### src/rtl/fnd_scan_controller.sv
// Multi-digit common-anode 7-segment scan controller: sequential binary-to-BCD
// conversion (shift-add-3), latched display register, digit multiplexing.
`timescale 1ns/1ps
module fnd_scan_controller #(
    parameter int IN_WIDTH   = 14,
    parameter int NUM_DIGITS = 4,
    parameter int SCAN_DIV   = 100000
) (
    input  logic                  clk,
    input  logic                  reset,
    input  logic [IN_WIDTH-1:0]   bin_in,
    input  logic                  blank_lz,
    input  logic [NUM_DIGITS-1:0] dp_in,
    output logic [NUM_DIGITS-1:0] fnd_com,
    output logic [7:0]            fnd_data,
    output logic                  busy,
    output logic                  bcd_valid,
    output logic [1:0]            dbg_state
);

    localparam int BCD_W = 4 * NUM_DIGITS;
    localparam int IDX_W = (NUM_DIGITS > 1) ? $clog2(NUM_DIGITS) : 1;
    localparam int PRE_W = $clog2(SCAN_DIV);
    localparam logic [31:0] MAX_VAL = 32'(10 ** NUM_DIGITS - 1);

    typedef enum logic [1:0] {
        S_IDLE  = 2'd0,
        S_SHIFT = 2'd1,
        S_DONE  = 2'd2
    } state_t;

    state_t                state_q, state_d;
    logic [IN_WIDTH-1:0]   sh_q, sh_d;
    logic [IN_WIDTH-1:0]   val_q, val_d;
    logic [IN_WIDTH-1:0]   last_q, last_d;
    logic [BCD_W-1:0]      bcd_q, bcd_d;
    logic [BCD_W-1:0]      bcd_adj;
    logic [4:0]            step_q, step_d;
    logic                  force_q, force_d;
    logic [BCD_W-1:0]      disp_q, disp_d;
    logic                  ovf_q, ovf_d;
    logic [PRE_W-1:0]      presc_q, presc_d;
    logic [IDX_W-1:0]      idx_q, idx_d;
    logic [NUM_DIGITS-1:0] com_q, com_d;
    logic [7:0]            data_q, data_d;

    logic [3:0]            cur_nib;
    logic                  cur_dp;
    logic                  cur_lz;
    logic                  zero_run;

    function automatic logic [6:0] seg_code(input logic [3:0] nib);
        logic [6:0] s;
        case (nib)
            4'd0:    s = 7'h40;
            4'd1:    s = 7'h79;
            4'd2:    s = 7'h24;
            4'd3:    s = 7'h30;
            4'd4:    s = 7'h19;
            4'd5:    s = 7'h12;
            4'd6:    s = 7'h02;
            4'd7:    s = 7'h78;
            4'd8:    s = 7'h00;
            4'd9:    s = 7'h10;
            default: s = 7'h7f;
        endcase
        return s;
    endfunction

    always_ff @(posedge clk or posedge reset) begin
        if (reset) begin
            state_q <= S_IDLE;
            sh_q    <= '0;
            val_q   <= '0;
            last_q  <= '0;
            bcd_q   <= '0;
            step_q  <= '0;
            force_q <= 1'b1;
            disp_q  <= '0;
            ovf_q   <= 1'b0;
            presc_q <= '0;
            idx_q   <= '0;
            com_q   <= '1;
            data_q  <= 8'hff;
        end else begin
            state_q <= state_d;
            sh_q    <= sh_d;
            val_q   <= val_d;
            last_q  <= last_d;
            bcd_q   <= bcd_d;
            step_q  <= step_d;
            force_q <= force_d;
            disp_q  <= disp_d;
            ovf_q   <= ovf_d;
            presc_q <= presc_d;
            idx_q   <= idx_d;
            com_q   <= com_d;
            data_q  <= data_d;
        end
    end

    // Conversion FSM: inputs changing mid-conversion are caught on return to
    // IDLE by comparison with the last converted value.
    always_comb begin
        state_d = state_q;
        sh_d    = sh_q;
        val_d   = val_q;
        last_d  = last_q;
        bcd_d   = bcd_q;
        step_d  = step_q;
        force_d = force_q;
        disp_d  = disp_q;
        ovf_d   = ovf_q;
        bcd_adj = bcd_q;
        for (int j = 0; j < NUM_DIGITS; j++) begin
            if (bcd_q[4*j +: 4] >= 4'd5) begin
                bcd_adj[4*j +: 4] = bcd_q[4*j +: 4] + 4'd3;
            end
        end
        case (state_q)
            S_IDLE: begin
                if (force_q || (bin_in != last_q)) begin
                    sh_d    = bin_in;
                    val_d   = bin_in;
                    bcd_d   = '0;
                    step_d  = '0;
                    force_d = 1'b0;
                    state_d = S_SHIFT;
                end
            end
            S_SHIFT: begin
                bcd_d  = {bcd_adj[BCD_W-2:0], sh_q[IN_WIDTH-1]};
                sh_d   = sh_q << 1;
                step_d = step_q + 5'd1;
                if (step_q == 5'(IN_WIDTH - 1)) begin
                    state_d = S_DONE;
                end
            end
            S_DONE: begin
                disp_d  = bcd_q;
                last_d  = val_q;
                ovf_d   = (32'(val_q) > MAX_VAL);
                state_d = S_IDLE;
            end
            default: state_d = S_IDLE;
        endcase
    end

    always_comb begin
        presc_d = presc_q + PRE_W'(1);
        idx_d   = idx_q;
        if (presc_q == PRE_W'(SCAN_DIV - 1)) begin
            presc_d = '0;
            if (idx_q == IDX_W'(NUM_DIGITS - 1)) begin
                idx_d = '0;
            end else begin
                idx_d = idx_q + IDX_W'(1);
            end
        end
    end

    // Walk from the most significant digit down so zero_run tells whether the
    // selected digit and everything above it are zero.
    always_comb begin
        cur_nib  = '0;
        cur_dp   = 1'b0;
        cur_lz   = 1'b0;
        zero_run = 1'b1;
        for (int j = NUM_DIGITS - 1; j >= 0; j--) begin
            zero_run = zero_run & (disp_q[4*j +: 4] == 4'd0);
            if (idx_q == IDX_W'(j)) begin
                cur_nib = disp_q[4*j +: 4];
                cur_dp  = dp_in[j];
                cur_lz  = zero_run && (j != 0);
            end
        end
        com_d = ~(NUM_DIGITS'(1) << idx_q);
        if (ovf_q) begin
            data_d = {1'b1, 7'h3f};
        end else if (blank_lz && cur_lz) begin
            data_d = {~cur_dp, 7'h7f};
        end else begin
            data_d = {~cur_dp, seg_code(cur_nib)};
        end
    end

    assign fnd_com   = com_q;
    assign fnd_data  = data_q;
    assign busy      = (state_q != S_IDLE);
    assign bcd_valid = (state_q == S_DONE);
    assign dbg_state = state_q;

endmodule
### config.mk
export PLATFORM = sky130hd
export DESIGN_NAME = fnd_scan_controller
export DESIGN_NICKNAME = d
export VERILOG_FILES = /design/src/rtl/fnd_scan_controller.sv
export SDC_FILE = /design/constraint.sdc
export NUM_CORES = 1
export LEC_CHECK = 0
export CAP_MARGIN = 20
export CORE_MARGIN = 10
export CORE_UTILIZATION = 59
export DETAILED_ROUTE_END_ITERATION = 7
export PLACE_DENSITY = 0.85
export REMOVE_ABC_BUFFERS = 1
export SLEW_MARGIN = 20
export SYNTH_ARGS = -nofsm -noshare
export SYNTH_HDL_FRONTEND = slang
export SYNTH_SLANG_ARGS = --single-unit
### constraint.sdc
create_clock -name clk -period 3.9 [get_ports clk]
set_input_delay 0.585 -clock clk [delete_from_list [all_inputs] [get_ports clk]]
set_output_delay 0.585 -clock clk [all_outputs]
set_load 0.03 [all_outputs]
==> results of run 1 <==
==> final timing paths <==
kind                                         end  cells after the start
hold / removal             fnd_data[6]$_DFF_PP1_                      1
hold reg to reg            fnd_data[6]$_DFF_PP1_                      1
min in group asynchronous  val_q[10]$_DFFE_PP0P_                      2
max in group asynchronous  fnd_data[1]$_DFF_PP1_                      3
setup / recovery            val_q[4]$_DFFE_PP0P_                      7
setup reg to reg             sh_q[5]$_DFFE_PP0P_                      6
==> metrics by stage <==
stage	hold slack, ns	cells	total power [W]	setup slack, ns	instance area, sq um
5_1_grt	0.446	624	0.00530	1.28	6410
2_1_floorplan	0.392	444	0.00300	0.321	5280
3_3_place_gp	0.422	593	0.00336	0.962	5830
6_report	0.428	624	0.00502	1.36	6410
3_5_place_dp	0.415	593	0.00347	0.886	5830
4_1_cts	0.423	624	0.00503	1.38	6410
==> synthesized netlist by cell type (all sizes together), types with 3 or more instances <==
master	instances	area share, %
nand3	12	1.1
mux2	45	9.5
and2	14	1.6
xnor2	15	2.4
nor3b	3	0.42
a211o	5	0.81
nor4	6	0.70
inv	23	1.6
nor3	9	0.84
nand4	5	0.58
o22ai	10	1.2
ha	16	3.7
buf	12	1.6
and3	7	0.81
dfrtp	101	47
a21oi	13	1.2
a22o	3	0.49
dfstp	13	6.3
nor4b	6	0.98
a221o	14	2.6
a211oi	3	0.42
a21o	4	0.56
nand2b	5	0.58
nor2	24	1.7
o21ai	13	1.2
nor2b	8	0.93
clkbuf	8	0.56
nand3b	3	0.42
xor2	24	3.9
nand2	23	1.6
==> final cells by class <==
cell class              count  area (sq um)  area share (%)
repair buffers             41           410            6.40
clock buffers              21           449            7.01
well taps                 108           135            2.11
multi-input cells         307          2320            36.3
clock inverters            10           134            2.09
inverters                  23          88.8            1.39
flip-flops and latches    114          2870            44.8
==> worst register-to-register path, cell delays in order (launching register included) <==
cell,delay [ns]
dfrtp_1,0.39
xor2_1,0.17
nor4_1,0.37
nand4_1,0.18
and2_1,0.43
buf_4,0.32
a221o_1,0.36
==> cells in the final DEF, fill, tap and decap left out, types with 14 or more instances in the layout <==
master / count
xnor2_1: 15
xor2_1: 24
and2_1: 14
nor2_1: 24
mux2_2: 43
nand2_1: 23
ha_1: 16
clkdlybuf4s50_1: 36
a221o_1: 14
dfrtp_1: 101
clkbuf_16: 16
inv_1: 22
==> power groups by stage <==
stage / Clock [W] / Combinational (W) / Sequential, W
floorplan: 0 / 0.00104 / 0.00196
global placement: 0 / 0.00142 / 0.00194
detailed placement: 0 / 0.00151 / 0.00196
CTS: 0.00153 / 0.00153 / 0.00196
global route: 0.00159 / 0.00169 / 0.00201
finish: 0.00151 / 0.00153 / 0.00197
==> sequential cells by signal, summed over array words and instances, names as in the netlist <==
signal	flops
presc_q	17
bcd_q	16
disp_q	16
last_q	14
sh_q	14
val_q	14
fnd_data	8
step_q	5
fnd_com	4
dbg_state	2
idx_q	2
force_q	1
ovf_q	1
==> routing by layer <==
layer / share of wire (%) / vias up / wire [microns] / GRT usage (%)
met1: 41 / 1950 / 4760 / 20.8
li1: - / 1729 / - / -
met2: 51 / 131 / 5930 / 31.5
met3: 5.2 / 23 / 604 / 5.74
met5: 0 / - / 0 / 0
met4: 2.1 / 0 / 239 / 7.43
==> cells by family (layout without fill, tap and decap cells) <==
logic type                 Yosys count  in the layout  synth area share (%)
AOI/OAI and AO/OA                   79             79                  10.7
adders and majority gates           16             16                  3.71
and+or+nand+nor                    128            128                  12.7
buffers and inverters               43             95                  3.71
xor gates and xnor gates            39             39                  6.34
DFF                                114            114                  53.2
muxes                               45             45                  9.54
==> impl_metrics.ini, run 1 <==
[outcome]
status = completed

[critical_path]
crit_start = bin_in[10]
path_buf_inv = 2
critPathTopFamily = simple AND/OR/NAND/NOR gates
critPathKind = in -> reg
r2r_slack_ns = 1.55
startpoint_type = input port
r2r-start = last_q[13]$_DFFE_PP0P_
slowest_delay_ns = 0.65
slowest_stage = and2_1
required_ns = 4.29
crit_fanout = 18
end_kind = flip-flop
crit_arrival_ns = 2.93
crit_chain = clkdlybuf4s50_1, xor2_1, nor4_1, nand4_1, and2_1, buf_4, mux2_2

[layout]
fin_nets = 541
utilization_pct = 72.8
n_antenna_cell = 0
area_growth_pct = 19.0
num-fill-cells = 565
drive_gt1_share_pct = 19.4

[routing]
post_drt_wl_per_cell_microns = 18.5
vias_per_cell = 6.14
wl_mm = 11.5
drc = 0
antenna_left = 0
drtIter0Drc = 225
vias = 3833
dr.pass1.iters = 5

[pwr]
p_clk_share_pct = 30.1
switching_power_w = 0.00164
pwr-share-comb_pct = 30.6
switching_share_pct = 32.7
leakage_nw = 2.87
internal_power_w = 0.00338
p_seq_share_pct = 39.3
powerDensity_nw_per_um2 = 782
vdd_drop_max_mv = 0.463

[floorplan]
io-pin-count = 37
die_area_sq_um = 13400
die_width_microns = 116
start_util_pct = 61.2
dieHeight_microns = 116
core_sq_um = 8810
num_rows = 34

[global_route]
grt_max_degree = 67
antenna_found_initial = 0
grt_first_pass_wirelength_mm = 19.4
groute.usage.overall_pct = 18.3
grt_pass1_vias = 4040
grt_overflow = 0

[yosys]
ys_async_sr_fraction_pct = 100
synth_edf_count = 0
synth_cell_types = 46
synth_seq_area_share_pct = 53.2
synthCells = 464
syn_area_per_cell_sq_um = 11.6
synth_flop_cell = dfrtp_1
synth_warnings = 0
ys_ff_latch = 114
netlist_area_sq_um = 5390

[placed_design]
dpl.hpwl_mm = 7.56
place.gp.congestion = 0.877
port_buffers = 36

[worst_hold_path]
worstHoldPathType = reg -> reg
hold_path.startpoint = ovf_q$_DFFE_PP0P_

[clocking]
cts_tree = done
root_buffer = clkbuf_8
clk_pin_slew_ns = 0.05
cts_made_buffers = 17
cts.path.max_buffers = 2
ctsResizeCount = 0
cts_hold_buf = 0
cts_num_sinks = 114
insertion_delay_ns = 0.51
htree_levels = 4
postCtsSetupBuffers = 0

[sta]
timing.fmax_mhz = 393
setup-tns-final_ns = 0
setup_viol = 0
min_period_ns = 2.54
period_share_pct = 65.2
relSlewSlack_pct = 32.6
worst_pin_slew_ns = 1.01
fin_skew_ns = 0.0103
grt_setup_unrepaired = false
slew_viol_final = 0
hold_violations = 0

[job]
timing.max_cap.violations = 0
(Power assumes the default switching activity.)
==> run 2, diff against run 1 <==
==> constraint.sdc (replaced) <==
create_clock -name clk -period 2.5 [get_ports clk]
set_input_delay 0.375 -clock clk [delete_from_list [all_inputs] [get_ports clk]]
set_output_delay 0.375 -clock clk [all_outputs]
set_load 0.03 [all_outputs]
==> run 2 against run 1 <==
  * Cell count grew 1.3%
  * Via count shrank 0.13%
  * Power grew 58%
  * Global-route usage increased by 0.096 points
==> impl_metrics.ini, run 2 (synthesis gave the netlist of run 1 again) <==
[sta]
grt_setup_unrepaired = false
min_period_ns = 2.27
relSlewSlack_pct = 36.6
worst_pin_slew_ns = 0.951
setup_viol = 0
slew_viol_final = 0
period_share_pct = 90.9
timing.fmax_mhz = 440
setup-tns-final_ns = 0
fin_skew_ns = 0.00826
hold_violations = 0

[floorplan]
io-pin-count = 37
die_width_microns = 116
start_util_pct = 61.2
num_rows = 34
core_sq_um = 8810
die_area_sq_um = 13400
dieHeight_microns = 116

[clocking]
postCtsSetupBuffers = 0
cts_tree = done
ctsResizeCount = 0
cts_made_buffers = 17
clk_pin_slew_ns = 0.06
cts_num_sinks = 114
cts_hold_buf = 0
insertion_delay_ns = 0.52
root_buffer = clkbuf_8
htree_levels = 4
cts.path.max_buffers = 2

[routing]
drtIter0Drc = 272
antenna_left = 0
wl_mm = 11.5
dr.pass1.iters = 6
post_drt_wl_per_cell_microns = 18.2
vias = 3828
drc = 0
vias_per_cell = 6.06

[layout]
n_antenna_cell = 0
fin_nets = 548
top_register = presc_q
top_regs = presc_q: 17 flops, bcd_q: 16 flops, disp_q: 16 flops
area_growth_pct = 20.7
largest_reg_flops = 17
layout_common_cells = 101 x dfrtp_1, 43 x mux2_2, 36 x clkdlybuf4s50_1
layout_commonest_cell = dfrtp_1
drive_gt1_share_pct = 20.6

[job]
timing.max_cap.violations = 0

[pwr]
internal_power_w = 0.00538
p_seq_share_pct = 38.6
vdd_drop_max_mv = 0.759
power_w = 0.00793
switching_power_w = 0.00255
p_clk_share_pct = 31.3
powerDensity_nw_per_um2 = 1220
pwr-share-comb_pct = 30.1
leakage_nw = 2.92
switching_share_pct = 32.2

[placed_design]
port_buffers = 36
dpl.hpwl_mm = 7.70
place.gp.congestion = 0.855

[critical_path]
slowest_stage = clkdlybuf4s50_1
r2r-start = idx_q[0]$_DFFE_PP0N_
crit_fanout = 6
crit_chain = nor2b_2, clkdlybuf4s50_1
end_kind = output pin
crit_start = dbg_state[0]$_DFFE_PP0P_
crit_arrival_ns = 1.90
required_ns = 2.12
startpoint_type = flip-flop
critPathKind = reg -> out
slowest_delay_ns = 0.71

[worst_hold_path]
worstHoldPathType = in -> async

[global_route]
groute.usage.overall_pct = 18.4
grt_pass1_vias = 4019
grt_max_degree = 39
grt_overflow = 0
antenna_found_initial = 0
grt_first_pass_wirelength_mm = 19.4

[outcome]
status = completed
run 2: cell types whose count changed in the layout (fill, tap and decap cells not counted), sizes merged:
cell / before / now
clkbuf: 21 / 23
clkinv: 5 / 3
buf: 5 / 12
clkinvlp: 2 / 3
run 2: per-layer routing:
metal	vias up	share of wire (%)	wire, microns	GRT usage (%)
met1	1924	42	4840	21.6
li1	1742	-	-	-
met2	138	50	5820	30.4
met5	-	0	0	0
met4	0	2.3	267	9.97
met3	24	5.2	601	4.96
run 2: path summary, 6_finish.rpt:
check,cells past startpoint,to,slack (ns)
min in group clk,1,fnd_data[6]$_DFF_PP1_,0.46
worst max register to register,7,fnd_data[6]$_DFF_PP1_,0.25
max in group asynchronous,3,fnd_com[2]$_DFF_PP1_,1.65
worst max-delay path,2,bcd_valid,0.23
worst min register to register,1,fnd_data[6]$_DFF_PP1_,0.46
worst min-delay path,2,presc_q[10]$_DFF_PP0_,0.19
run 2: critical path, delay by kind of cell, from the launching register on:
kind,cells,cell delay [ns]
flops,1,0.46
buf+inv,1,0.71
simple gates,1,0.22
run 2: area by class of cell:
class | count | area [sq um]
sequential | 114 | 2870
multi-input combinational | 307 | 2320
fill | 560 | 2300
clock buffer | 23 | 487
timing repair buffer | 48 | 475
tap | 108 | 135
clock inverter | 9 | 128
inverter | 23 | 88.8
run 2: power by group through the flow:
stage	logic [W]	clock network, W	registers [W]
2_1_floorplan	0.00163	0	0.00305
3_3_place_gp	0.00225	0	0.00303
3_5_place_dp	0.00237	0	0.00307
4_1_cts	0.00240	0.00250	0.00306
5_1_grt	0.00263	0.00261	0.00315
6_report	0.00239	0.00248	0.00306
run 2: per-stage QoR:
stage          cell area, sq um  setup slack (ns)  util (%)  instances  hold WS (ns)
3_3_place_gp               5890             0.128      66.9        600         0.433
5_1_grt                    6500            0.0845      73.9        632         0.201
4_1_cts                    6500             0.183      73.9        632         0.180
2_1_floorplan              5280            -0.869         -        444         0.392
3_5_place_dp               5890            0.0505      66.9        600         0.437
6_report                   6500             0.227      73.9        632         0.190
==> run 3, diff against run 2 <==
--- a/config.mk
+++ b/config.mk
@@ -9,6 +9,7 @@
 export CORE_MARGIN = 10
 export CORE_UTILIZATION = 59
 export DETAILED_ROUTE_END_ITERATION = 7
+export HOLD_SLACK_MARGIN = 0.02
 export PLACE_DENSITY = 0.85
 export REMOVE_ABC_BUFFERS = 1
 export SLEW_MARGIN = 20
==> results of run 3 <==
The final DEF is identical to that of run 2; final timing and power are the same.
